--- src/rtl/seq_shift_register_pkg.sv ---
// Shared types and helpers for the multi-cycle shift unit.
// Mode and state encodings, direction constants, and the amt width function.
package seq_shift_register_pkg;

    typedef enum logic [1:0] {SH_LOGIC, SH_SERIAL, SH_ARITH, SH_ROT} shift_mode_e;
    typedef enum logic [1:0] {ST_IDLE, ST_SHIFT, ST_DONE} shift_state_e;

    localparam logic DIR_LEFT  = 1'b0;
    localparam logic DIR_RIGHT = 1'b1;

    // Bits needed to hold a step count of 0..width.
    function automatic int unsigned amt_width(input int unsigned width);
        return $clog2(width + 1);
    endfunction

endpackage

--- src/rtl/seq_shift_register_if.sv ---
// Control/data bundle for seq_shift_register.
// master drives load/start/operands; slave (the shifter) returns q and status.
interface seq_shift_register_if
    import seq_shift_register_pkg::*;
#(
    parameter int unsigned WIDTH = 4
);
    localparam int unsigned AW = amt_width(WIDTH);

    logic             load;
    logic [WIDTH-1:0] d;
    logic             start;
    logic             dir;
    logic [1:0]       mode;
    logic [AW-1:0]    amt;
    logic             ser_in;
    logic [WIDTH-1:0] q;
    logic             ser_out;
    logic             busy;
    logic             done;

    modport master (
        output load, d, start, dir, mode, amt, ser_in,
        input  q, ser_out, busy, done
    );

    modport slave (
        input  load, d, start, dir, mode, amt, ser_in,
        output q, ser_out, busy, done
    );

endinterface

--- src/rtl/seq_shift_register_step.sv ---
// One-position shift of a WIDTH-bit word with an externally chosen fill bit.
// Purely combinational; returns the shifted word and the bit that fell off.
module seq_shift_register_step
    import seq_shift_register_pkg::*;
#(
    parameter int unsigned WIDTH = 4
) (
    input  logic [WIDTH-1:0] q,
    input  logic             dir,
    input  logic             fill,
    output logic [WIDTH-1:0] q_next_c,
    output logic             out_c
);

    always_comb begin
        if (dir == DIR_RIGHT) begin
            q_next_c = {fill, q[WIDTH-1:1]};
            out_c    = q[0];
        end else begin
            q_next_c = {q[WIDTH-2:0], fill};
            out_c    = q[WIDTH-1];
        end
    end

endmodule

--- src/rtl/seq_shift_register.sv ---
// Multi-cycle shifter: shifts the held word amt positions, one per clock, with start/busy/done.
// Define SEQ_SHIFT_ROTATE_EN to enable rotate (mode 11, unclamped amt); otherwise mode 11 acts as logical.
module seq_shift_register
    import seq_shift_register_pkg::*;
#(
    parameter int unsigned WIDTH = 4
) (
    input  logic                 clk,
    input  logic                 rst,
    seq_shift_register_if.slave  bus
);

    localparam int unsigned AW = amt_width(WIDTH);

    localparam logic [1:0] IDLE  = 2'(ST_IDLE);
    localparam logic [1:0] SHIFT = 2'(ST_SHIFT);
    localparam logic [1:0] DONE  = 2'(ST_DONE);

    logic [1:0]       state, state_nxt;
    logic [WIDTH-1:0] q_r, q_nxt;
    logic             so_r, so_nxt;
    logic [AW-1:0]    cnt, cnt_nxt;
    logic             dir_r, dir_nxt;
    shift_mode_e      mode_r, mode_nxt;
    shift_mode_e      mode_in;
    logic [AW-1:0]    amt_clamp;
    logic [AW-1:0]    amt_load;
    logic             busy_r, done_r;
    logic             fill;
    logic [WIDTH-1:0] step_q;
    logic             step_out;

    // Mode decode at start; without rotate support mode 11 collapses to logical.
    always_comb begin
        amt_clamp = (bus.amt > AW'(WIDTH)) ? AW'(WIDTH) : bus.amt;
`ifdef SEQ_SHIFT_ROTATE_EN
        mode_in  = shift_mode_e'(bus.mode);
        amt_load = (mode_in == SH_ROT) ? bus.amt : amt_clamp;
`else
        mode_in  = (bus.mode == 2'(SH_ROT)) ? SH_LOGIC : shift_mode_e'(bus.mode);
        amt_load = amt_clamp;
`endif
    end

    // Fill bit entering the vacated end on each step.
    always_comb begin
        fill = 1'b0;
        case (mode_r)
            SH_SERIAL: fill = bus.ser_in;
            SH_ARITH:  fill = (dir_r == DIR_RIGHT) ? q_r[WIDTH-1] : 1'b0;
`ifdef SEQ_SHIFT_ROTATE_EN
            SH_ROT:    fill = (dir_r == DIR_RIGHT) ? q_r[0] : q_r[WIDTH-1];
`endif
            default:   fill = 1'b0;
        endcase
    end

    seq_shift_register_step #(.WIDTH(WIDTH)) u_step (
        .q        (q_r),
        .dir      (dir_r),
        .fill     (fill),
        .q_next_c (step_q),
        .out_c    (step_out)
    );

    // Next-state and datapath update; load beats start in IDLE.
    always_comb begin
        state_nxt = state;
        q_nxt     = q_r;
        so_nxt    = so_r;
        cnt_nxt   = cnt;
        dir_nxt   = dir_r;
        mode_nxt  = mode_r;
        case (state)
            IDLE: begin
                if (bus.load) begin
                    q_nxt = bus.d;
                end else if (bus.start) begin
                    dir_nxt   = bus.dir;
                    mode_nxt  = mode_in;
                    cnt_nxt   = amt_load;
                    state_nxt = (bus.amt == '0) ? DONE : SHIFT;
                end
            end
            SHIFT: begin
                q_nxt   = step_q;
                so_nxt  = step_out;
                cnt_nxt = cnt - AW'(1);
                if (cnt == AW'(1)) state_nxt = DONE;
            end
            DONE:    state_nxt = IDLE;
            default: state_nxt = IDLE;
        endcase
    end

    always_ff @(posedge clk) begin
        if (rst) begin
            state  <= IDLE;
            q_r    <= '0;
            so_r   <= 1'b0;
            cnt    <= '0;
            dir_r  <= DIR_LEFT;
            mode_r <= SH_LOGIC;
            busy_r <= 1'b0;
            done_r <= 1'b0;
        end else begin
            state  <= state_nxt;
            q_r    <= q_nxt;
            so_r   <= so_nxt;
            cnt    <= cnt_nxt;
            dir_r  <= dir_nxt;
            mode_r <= mode_nxt;
            busy_r <= (state_nxt == SHIFT);
            done_r <= (state_nxt == DONE);
        end
    end

    assign bus.q       = q_r;
    assign bus.ser_out = so_r;
    assign bus.busy    = busy_r;
    assign bus.done    = done_r;

endmodule

--- src/flat_wrapper.sv ---
// flat-port wrapper written by rule: the top's interface ports become plain ports
module seq_shift_register_flat import seq_shift_register_pkg::*;
#(
    parameter int unsigned WIDTH = 4
)
  (clk, rst, bus_load, bus_d, bus_start, bus_dir, bus_mode, bus_amt, bus_ser_in, bus_q, bus_ser_out, bus_busy, bus_done);
  seq_shift_register_if #(.WIDTH(WIDTH)) bus_i ();
  input  logic clk;
  input  logic rst;
  input wire logic [$bits(bus_i.load)-1:0] bus_load;
  input wire logic [$bits(bus_i.d)-1:0] bus_d;
  input wire logic [$bits(bus_i.start)-1:0] bus_start;
  input wire logic [$bits(bus_i.dir)-1:0] bus_dir;
  input wire logic [$bits(bus_i.mode)-1:0] bus_mode;
  input wire logic [$bits(bus_i.amt)-1:0] bus_amt;
  input wire logic [$bits(bus_i.ser_in)-1:0] bus_ser_in;
  output wire logic [$bits(bus_i.q)-1:0] bus_q;
  output wire logic [$bits(bus_i.ser_out)-1:0] bus_ser_out;
  output wire logic [$bits(bus_i.busy)-1:0] bus_busy;
  output wire logic [$bits(bus_i.done)-1:0] bus_done;
  assign bus_i.load = bus_load;
  assign bus_i.d = bus_d;
  assign bus_i.start = bus_start;
  assign bus_i.dir = bus_dir;
  assign bus_i.mode = bus_mode;
  assign bus_i.amt = bus_amt;
  assign bus_i.ser_in = bus_ser_in;
  assign bus_q = bus_i.q;
  assign bus_ser_out = bus_i.ser_out;
  assign bus_busy = bus_i.busy;
  assign bus_done = bus_i.done;
  seq_shift_register #(.WIDTH(WIDTH)) u_core (.clk(clk), .rst(rst), .bus(bus_i));
endmodule
--- config.mk ---
export PLATFORM = sky130hd
export DESIGN_NAME = seq_shift_register_flat
export DESIGN_NICKNAME = d
export VERILOG_FILES = /design/src/rtl/seq_shift_register_pkg.sv /design/src/rtl/seq_shift_register_if.sv /design/src/rtl/seq_shift_register_step.sv /design/src/rtl/seq_shift_register.sv /design/src/flat_wrapper.sv
export SDC_FILE = /design/constraint.sdc
export NUM_CORES = 1
export LEC_CHECK = 0
export BUFFER_PORTS_ARGS = -buffer_cell sky130_fd_sc_hd__buf_2
export CAP_MARGIN = 20
export CORE_MARGIN = 1
export CORE_UTILIZATION = 50
export CTS_CLUSTER_DIAMETER = 200
export DETAILED_ROUTE_END_ITERATION = 16
export GPL_ROUTABILITY_DRIVEN = 0
export PLACE_DENSITY = 0.86
export SLEW_MARGIN = 30
export SYNTH_ARGS = -nofsm -noshare
export SYNTH_HDL_FRONTEND = slang
export SYNTH_SLANG_ARGS = --single-unit
--- constraint.sdc ---
create_clock -name clk -period 2.2 [get_ports clk]
set_clock_uncertainty 0.1 [all_clocks]
set_input_delay 0.55 -clock clk [delete_from_list [all_inputs] [get_ports clk]]
set_output_delay 0.55 -clock clk [all_outputs]
set_load 0.01 [all_outputs]
## Word-level counts from Yosys, hierarchy flattened

Index checks and enable logic that the tools add are counted.

- Add/sub/neg operators: 1
- Order comparisons: 1
- Equal/unequal tests: 10
- Mux-type cells: 16
- Bitwise logic cells: 1
- Reduce and logical (&&, ||, !) cells: 6

Operators with widths:

| kind | number |
|---|---|
| 2-bit 2-to-1 mux | 5 |
| 3-bit 2-to-1 mux | 3 |
| 4-bit 2-to-1 mux | 2 |
| 4-bit one-hot mux with 2 select lines | 1 |
| 2-bit by 1-bit equality test with 1-bit output, second input constant | 3 |
| 2-bit equality test, second input constant | 3 |
| 2-bit != test, second input constant | 3 |
| 3-bit one-hot mux with 2 select lines | 1 |
| 3-bit AND reduction | 2 |
| 2-bit one-hot mux with 2 select lines | 1 |
| 3-bit by 1-bit equality test with 1-bit output, second input constant | 1 |
| 3-bit > comparator, second input constant | 1 |
| 3-bit logical NOT | 1 |
| 3-bit by 1-bit subtractor with 3-bit output, second input constant | 1 |
| 2-bit logical NOT | 1 |
| 1-bit 2-to-1 mux | 2 |
| 1-bit one-hot mux with 2 select lines | 1 |
| 2-bit AND reduction | 1 |
| 2-bit nonzero test | 1 |
| 1-bit inverter | 1 |

- Flip-flop bits (word level): 15
- Input port bits: 15
- Output and inout bits: 7
- Word-level logic and storage cells: 43

## Logic depth before layout (Yosys ltp)

Gate-level depths: netlist of the first run.

- Word-level depth: 6
- Mapped depth: 6

## Modules after synthesis

Synthesis of the first run repeated with hierarchy kept, for this count alone.

- Cells, all modules: 96
- Area, all modules: 819.5 µm²

By module, submodules not included:

| module | instances | cells each | area each (µm²) |
|---|---|---|---|
| seq_shift_register | 1 | 91 | 763.2 |
| seq_shift_register_step | 1 | 5 | 56.3 |

## Worst setup path before layout of the first run

Ideal clock, no wire load.

- Path kind: input-to-reg
- Start: input port bus_start
- End: register u_core.cnt[0]
- Setup time: 0.071 ns
- Arrival: 1.308 ns
- Data required time: 2.029 ns
- Setup slack: 0.721 ns
- Stages: 4
- Path buffers: 0
- Cells stage by stage: nor2b_1 a31oi_1 or3_1 a21oi_1

- Word-level cells in the longest chain between the ends: 2

Ends and longest elaborated chain:

| element | RTL line | text |
|---|---|---|
| from (decl) | flat_wrapper.sv:12 | `input wire logic [$bits(bus_i.start)-1:0] bus_start;` |
| 2-bit != test (no source line) | - |  |
| 3-bit AND reduction (no source line) | - |  |
| to (signal assigned) | seq_shift_register.sv:110 | `cnt <= cnt_nxt;` |
| to (decl) | seq_shift_register.sv:22 | `logic [AW-1:0] cnt, cnt_nxt;` |

No other way between the ends.
A chain may end at the register's enable or synchronous reset.

## Final worst setup path of the first run

- Start: register u_core.state[0]
- End: register u_core.q_r[2], in the netlist u_core.bus.q[2]

- Word-level cells in the longest chain between the ends: 3
- Elaborated cells on any way between the ends: 6

Ends and longest elaborated chain:

| element | RTL line | text |
|---|---|---|
| from (decl) | seq_shift_register.sv:19 | `logic [1:0] state, state_nxt;` |
| from (signal assigned) | seq_shift_register.sv:107 | `state <= state_nxt;` |
| 2-bit logical NOT / 2-bit by 1-bit equality test with 1-bit output (equally long branches) | seq_shift_register.sv:74 | `case (state)` |
| 2-bit != test (no source line) / 2-bit nonzero test (equally long branches) | - |  |
| 2-bit AND reduction (no source line) | - |  |
| to (signal assigned) | seq_shift_register.sv:108 | `q_r <= q_nxt;` |
| to (decl) | seq_shift_register.sv:20 | `logic [WIDTH-1:0] q_r, q_nxt;` |

Several ways; a longest one is shown, not always the timed one.

==> results of run 1 <==
-- cells by family after synthesis --
kind of cell | after synthesis | synth area share (%)
mux | 3 | 3.73
compound gates | 27 | 20.8
flops | 15 | 37.3
simple gates | 39 | 25.5
buf+inv | 12 | 6.38
fa+ha+maj | 4 | 6.22
-- worst max-delay path: stages (launching register included) --
cell	delay (ps)
dfxtp_1	620
nor2b_1	450
a31oi_1	160
mux2i_1	180
nor2_1	50
-- worst max-delay path by stage --
stage	depth (start not counted)	endpoint	start
after detailed placement	5	u_core.cnt[0]	bus_load
after CTS	4	u_core.bus.q[2]	u_core.state[0]
after global routing	4	u_core.bus.q[2]	u_core.state[0]
after floorplan	4	u_core.cnt[0]	bus_start
after global placement	5	u_core.cnt[2]	bus_load
final	4	u_core.bus.q[2]	u_core.state[0]
-- metrics by stage --
step | power (mW) | utilization [%] | worst slack [ps] | hold WS [ps] | area, um^2
2_1_floorplan | 0.392 | - | 721 | 349 | 805
3_3_place_gp | 0.429 | 60.3 | 569 | 361 | 908
3_5_place_dp | 0.436 | 60.3 | 494 | 384 | 908
4_1_cts | 0.596 | 62.0 | 560 | 393 | 935
5_1_grt | 0.622 | 62.0 | 397 | 401 | 935
6_report | 0.594 | 62.0 | 523 | 389 | 935
-- flip-flops by register name, indices dropped and copies added, names as in the netlist --
signal / cells
u_core.bus.busy: 1
u_core.bus.done: 1
u_core.bus.q: 4
u_core.bus.ser_out: 1
u_core.cnt: 3
u_core.dir_r: 1
u_core.mode_r: 2
u_core.state: 2
-- where the power goes --
part	internal (mW)	switching [mW]	total (mW)
sequential	0.291	0.0232	0.314
clock	0.0706	0.0925	0.163
combinational	0.0528	0.0632	0.116
total	0.415	0.179	0.594
-- synth_stat cells, drive strengths merged --
master,instances
dfxtp,15
a21oi,11
nor2,11
nand2,9
inv,8
a31oi,5
ha,4
nand2b,4
nor3,4
a211oi,3
buf,3
mux2i,3
nand3b,3
o21ai,3
o221ai,3
or3,3
nor2b,2
and4bb,1
clkbuf,1
nand3,1
nand4b,1
o211a,1
o21a,1
-- layer usage --
metal	wire, um	vias up
met2	850	22
met4	31	0
li1	-	395
met3	72	2
met5	0	-
met1	838	360
-- layout make-up --
class	count	area (um^2)	area share, %
multi-input combinational	73	453	48.5
sequential	15	300	32.1
timing repair buffer	21	105	11.2
inverter	8	30.0	3.21
clock buffer	4	26.3	2.81
tap	16	20.0	2.14
==> results by group, run 1 <==
Floorplan
  • Initial Util: a little over half
  • Overall die height: approximately 42 um
  • Core area: between 1500 and 2000 um^2
  • Number of standard-cell rows in the floorplan: 14
  • Ports placed on the boundary: 22
  • Overall die area: about 1800 um^2
  • Die width: approximately 42 um

CTS
  • Clock transition at the register clock pins on the worst setup and hold paths after CTS: ~90 ps
  • Clock tree from TritonCTS: done
  • Number of clock buffers inserted by TritonCTS: 3
  • Clock tree root driver cell: clkbuf_4
  • Number of buffers inserted by post-CTS setup repair: 0
  • Clock latency on the worst-skew pair: 290 ps
  • H-Tree Depth: 1
  • Clock sink total: 15
  • Number of buffers added to fix hold violations after cts: 0
  • Worst-case clock buffer depth: 2
  • Number of gates resized after cts: 0

Yosys
  • Dominant cell type by area after synthesis: dfxtp_1
  • Fraction of post-synthesis cell area in the top cell type by area: between 30 and 40%
  • Syn Nets: 119
  • Distinct cell type count after synthesis: 25
  • Netlist area before placement: approximately 800 um^2
  • Flip-flop and latch count after synthesis: 15
  • Post-synthesis cell count: 100
  • Mean instance size in the synthesized netlist: between 8 and 9 um^2
  • Synth area leaders: dfxtp_1 (37%), a21oi_1 (6.8%), ha_1 (6.2%), nor2_1 (5.1%), nand2_1 (4.2%)
  • Number of warning messages in the yosys log: 0
  • Sequential element share of the synthesized area: between 30% and 40%

Timing
  • Hold violation total from the final report: 0
  • Final min period: around 1700 ps
  • Max-slew violation count: 0
  • Unrepaired setup endpoints after global routing: no
  • Max frequency: about 600 MHz
  • Accumulated negative setup slack: 0 ps
  • Final worst path period share: 76.2%
  • Transition time at the pin with the least slew margin: about 470 ps
  • Total setup violations reported at the end of the flow: 0
  • Max-slew headroom: roughly two thirds

Min path
  • Worst Hold Path Cells: 3
  • Endpoint, Worst Hold: u_core.dir_r
  • Hold path startpoint: bus_dir
  • Class of the worst hold path: primary input to register

Global route
  • Largest net degree at the start of global routing: 15
  • GRT Total Usage: 21.3%
  • M1 GR Usage: approximately 27%
  • Overflow left after global routing: 0
  • First-pass GRT wire length: 2960 um
  • Met2 global-route usage: approximately 36%
  • Most heavily used metal layer in global routing: met2
  • Via count of the first global-routing pass: roughly 700
  • Met3 Usage GRT: 2.59%
  • Number of antenna violations at the first check in global routing: 0

Routing
  • DRC Markers: 0
  • Total via count in the routed design: about 800
  • First-pass iteration count of the detailed router: 4
  • Antenna viol nets, final: 0
  • Average wire per cell in the routed design: between 10 and 15 um
  • Wire length after detailed routing: about 1800 um
  • Ratio of routed vias to standard cells: between 5 and 6
  • 1st-iter DRT viols: 17

Critical path
  • Register-to-Register Setup Slack: ~520 ps
  • Worst setup EP type: register
  • Maximum fanout along the worst path: 14
  • Reg2Reg Capture Point: u_core.bus.q[2]
  • Req. time, crit path: 2280 ps
  • Startpoint type of the worst setup path: register
  • Category of the most critical setup path: register to register
  • Cell depth of the worst flop-to-flop path: 4
  • CP Data Arrival Time: roughly 1800 ps
  • Startpoint of the lowest-slack register-to-register path: u_core.state[0]

Placed design
  • Total placed cells including tap cells: 133
  • Buffers on Ports: 21
  • HPWL after detailed placement: around 1400 um

Cells and area
  • Post-Layout Cell Count: roughly 140
  • Fraction of layout cells with a size suffix above 1: about a fifth
  • Filler instances: roughly 140
  • # nets final: around 140
  • Most used cells in the layout excluding fill and tap cells: buf_2 (21), dfxtp_1 (15), nor2_1 (11), a21oi_1 (11), nand2_1 (9)
  • Antenna diode instance count: 0
  • Most common cell after layout, fill and taps aside: buf_2
  • Layout area overhead: 16.2%

Power and ir drop
  • Power Density: between 600 and 700 nW/um^2
  • Maximum ir drop on the vdd rail: ~310 uV
  • Leak Pwr: between 0.4 and 0.5 nW

Outcome
  • Outcome: completed

Job
  • Reported max-cap violation count: 0
Power figures use the tool's default switching activity.
==> run 2: changes to the inputs <==
clock period = 1.7 ns   (was 2.2 ns; I/O delays follow)
==> results by group, run 2 (synthesis gave the netlist of run 1 again) <==
Outcome
  • Outcome: completed

Routing
  • 1st-iter DRT viols: 21 (+4)
  • Average wire per cell in the routed design: 14.1 um (+7.4%)
  • Total via count in the routed design: 819 (+5.1%)
  • Wire length after detailed routing: 1970 um (+9.8%)
  • Antenna viol nets, final: 0 (unchanged)
  • DRC Markers: 0 (unchanged)
  • First-pass iteration count of the detailed router: 4 (unchanged)
  • Ratio of routed vias to standard cells: 5.85 (+2.9%)

Cells and area
  • Post-Layout Cell Count: 140 (+2.2%)
  • Layout area overhead: 19.1%
  • # nets final: 144 (+2.1%)
  • Most used cells in the layout excluding fill and tap cells: buf_2 (21), dfxtp_1 (15), nor2_1 (11), a21oi_1 (11), nand2_1 (9)
  • Fraction of layout cells with a size suffix above 1: 23.4% (+2.7 points)
  • Antenna diode instance count: 0 (unchanged)
  • Number of flip-flops under the largest register name: 4 (unchanged)
  • Filler instances: 139 (+2.2%)
  • Multi-input logic area: 453 um^2 (unchanged)
  • Register area: 300 um^2 (unchanged)
  • Finished layout cell area: 958 um^2 (+2.5%)
  • Most common cell after layout, fill and taps aside: buf_2
  • Layout Utilization: 63.6% (+1.6 points)

CTS
  • Clock transition at the register clock pins on the worst setup and hold paths after CTS: 90 ps (about the same)
  • Clock tree root driver cell: clkbuf_4
  • Clock sink total: 15 (unchanged)
  • Clock latency on the worst-skew pair: 300 ps (about the same)
  • Clock tree from TritonCTS: done
  • H-Tree Depth: 1 (unchanged)
  • Number of buffers inserted by post-CTS setup repair: 0 (unchanged)
  • Number of clock buffers inserted by TritonCTS: 3 (unchanged)
  • Number of buffers added to fix hold violations after cts: 0 (unchanged)
  • Worst-case clock buffer depth: 2 (unchanged)
  • Number of gates resized after cts: 0 (unchanged)

Timing
  • Hold violation total from the final report: 0 (unchanged)
  • Accumulated negative setup slack: 0 ps (unchanged)
  • Max frequency: 649 MHz (+8.8%)
  • Final worst path period share: 90.7% (+14 points)
  • Total setup violations reported at the end of the flow: 0 (unchanged)
  • Unrepaired setup endpoints after global routing: no
  • Max-slew headroom: 71.5% (+3.0 points)
  • Final min period: 1540 ps (-136 ps)
  • Max-slew violation count: 0 (unchanged)
  • Transition time at the pin with the least slew margin: 426 ps (-45.8 ps)

Placed design
  • Buffers on Ports: 21 (unchanged)
  • HPWL after detailed placement: 1430 um (+2.7%)
  • Total placed cells including tap cells: 136 (+2.3%)
  • Area after DPL: 931 um^2 (+2.5%)

Critical path
  • CP Data Arrival Time: 1660 ps (-100 ps)
  • Req. time, crit path: 1820 ps (-460 ps)
  • Register-to-Register Setup Slack: 160 ps (-360 ps)
  • Maximum fanout along the worst path: 4 (-10)
  • Reg2Reg Capture Point: u_core.cnt[2]
  • Cell depth of the worst flop-to-flop path: 6 (+2)
  • Startpoint of the lowest-slack register-to-register path: u_core.cnt[0]
  • Category of the most critical setup path: register to register
  • Startpoint type of the worst setup path: register
  • Worst setup EP type: register

Min path
  • Class of the worst hold path: primary input to register
  • Hold path startpoint: bus_dir
  • Endpoint, Worst Hold: u_core.dir_r
  • Worst Hold Path Cells: 3 (unchanged)

Floorplan
  • Core area: 1510 um^2 (unchanged)
  • Overall die height: 42.1 um (unchanged)
  • Overall die area: 1770 um^2 (unchanged)
  • Die width: 42.1 um (unchanged)
  • Ports placed on the boundary: 22 (unchanged)
  • Number of standard-cell rows in the floorplan: 14 (unchanged)
  • Initial Util: 53.4% (unchanged)

Global route
  • GRT Total Usage: 23.9% (+2.6 points)
  • Via count of the first global-routing pass: 765 (+7.0%)
  • Largest net degree at the start of global routing: 15 (unchanged)
  • Overflow left after global routing: 0 (unchanged)
  • First-pass GRT wire length: 3200 um (+8.1%)
  • Number of antenna violations at the first check in global routing: 0 (unchanged)

Job
  • Reported max-cap violation count: 0 (unchanged)

Power and ir drop
  • Post-layout total power: 0.785 mW (+32%)
  • Maximum ir drop on the vdd rail: 606 uV (+95%)
  • Leak Pwr: 0.421 nW (+4.6%)
  • Power Density: 819 nW/um^2 (+29%)
[run 2: cell types whose count changed in the layout (fill, tap and decap cells not counted), sizes merged]
cell | previous run | this run
clkbuf | 4 | 3
buf | 21 | 24
clkinv | 0 | 1
[run 2: stage by stage]
step	hold WS, ps	setup slack [ps]
2_1_floorplan	349	293
3_3_place_gp	364	221
3_5_place_dp	372	209
4_1_cts	257	168
5_1_grt	257	68.7
6_report	263	159
[run 2: where the power goes]
group	internal [mW]	total, mW	switching [mW]	leakage (nW)
registers	0.377	0.402	0.0248	0.123
logic	0.0726	0.163	0.0900	0.280
clock network	0.0881	0.220	0.132	0.0177
[run 2: worst max-delay path: stages, from the launching register on]
cell	delay (ps)
dfxtp_1	350
inv_1	60
ha_1	160
and4bb_1	200
a21oi_1	50
or3_1	310
a211oi_1	230
[run 2: layout make-up]
class,count,share of cell area [%]
multi-input cells,73,47.3
flip-flops and latches,15,31.3
repair buffers,24,13.3
inverters,8,3.13
clock buffers,3,2.35
well taps,16,2.09
clock inverters,1,0.522
[run 2: worst max-delay path by stage]
stage	depth (start not counted)	slack [ps]	end	from
after global placement	5	220	u_core.bus.done	bus_amt[1]
after CTS	6	170	u_core.cnt[2]	u_core.cnt[0]
after detailed placement	5	210	u_core.state[1]	bus_amt[1]
after floorplan	6	290	u_core.cnt[2]	u_core.cnt[0]
after global routing	6	70	u_core.cnt[2]	u_core.cnt[0]
final	6	160	u_core.cnt[2]	u_core.cnt[0]
[run 2: metal layers]
layer | vias to the layer above | part of all wire, % | GRT usage, %
li1 | 403 | - | -
met1 | 383 | 43 | 29.1
met2 | 29 | 49 | 39.1
met3 | 4 | 5.3 | 6.47
met4 | 0 | 2.1 | 11.3
met5 | - | 0 | 0
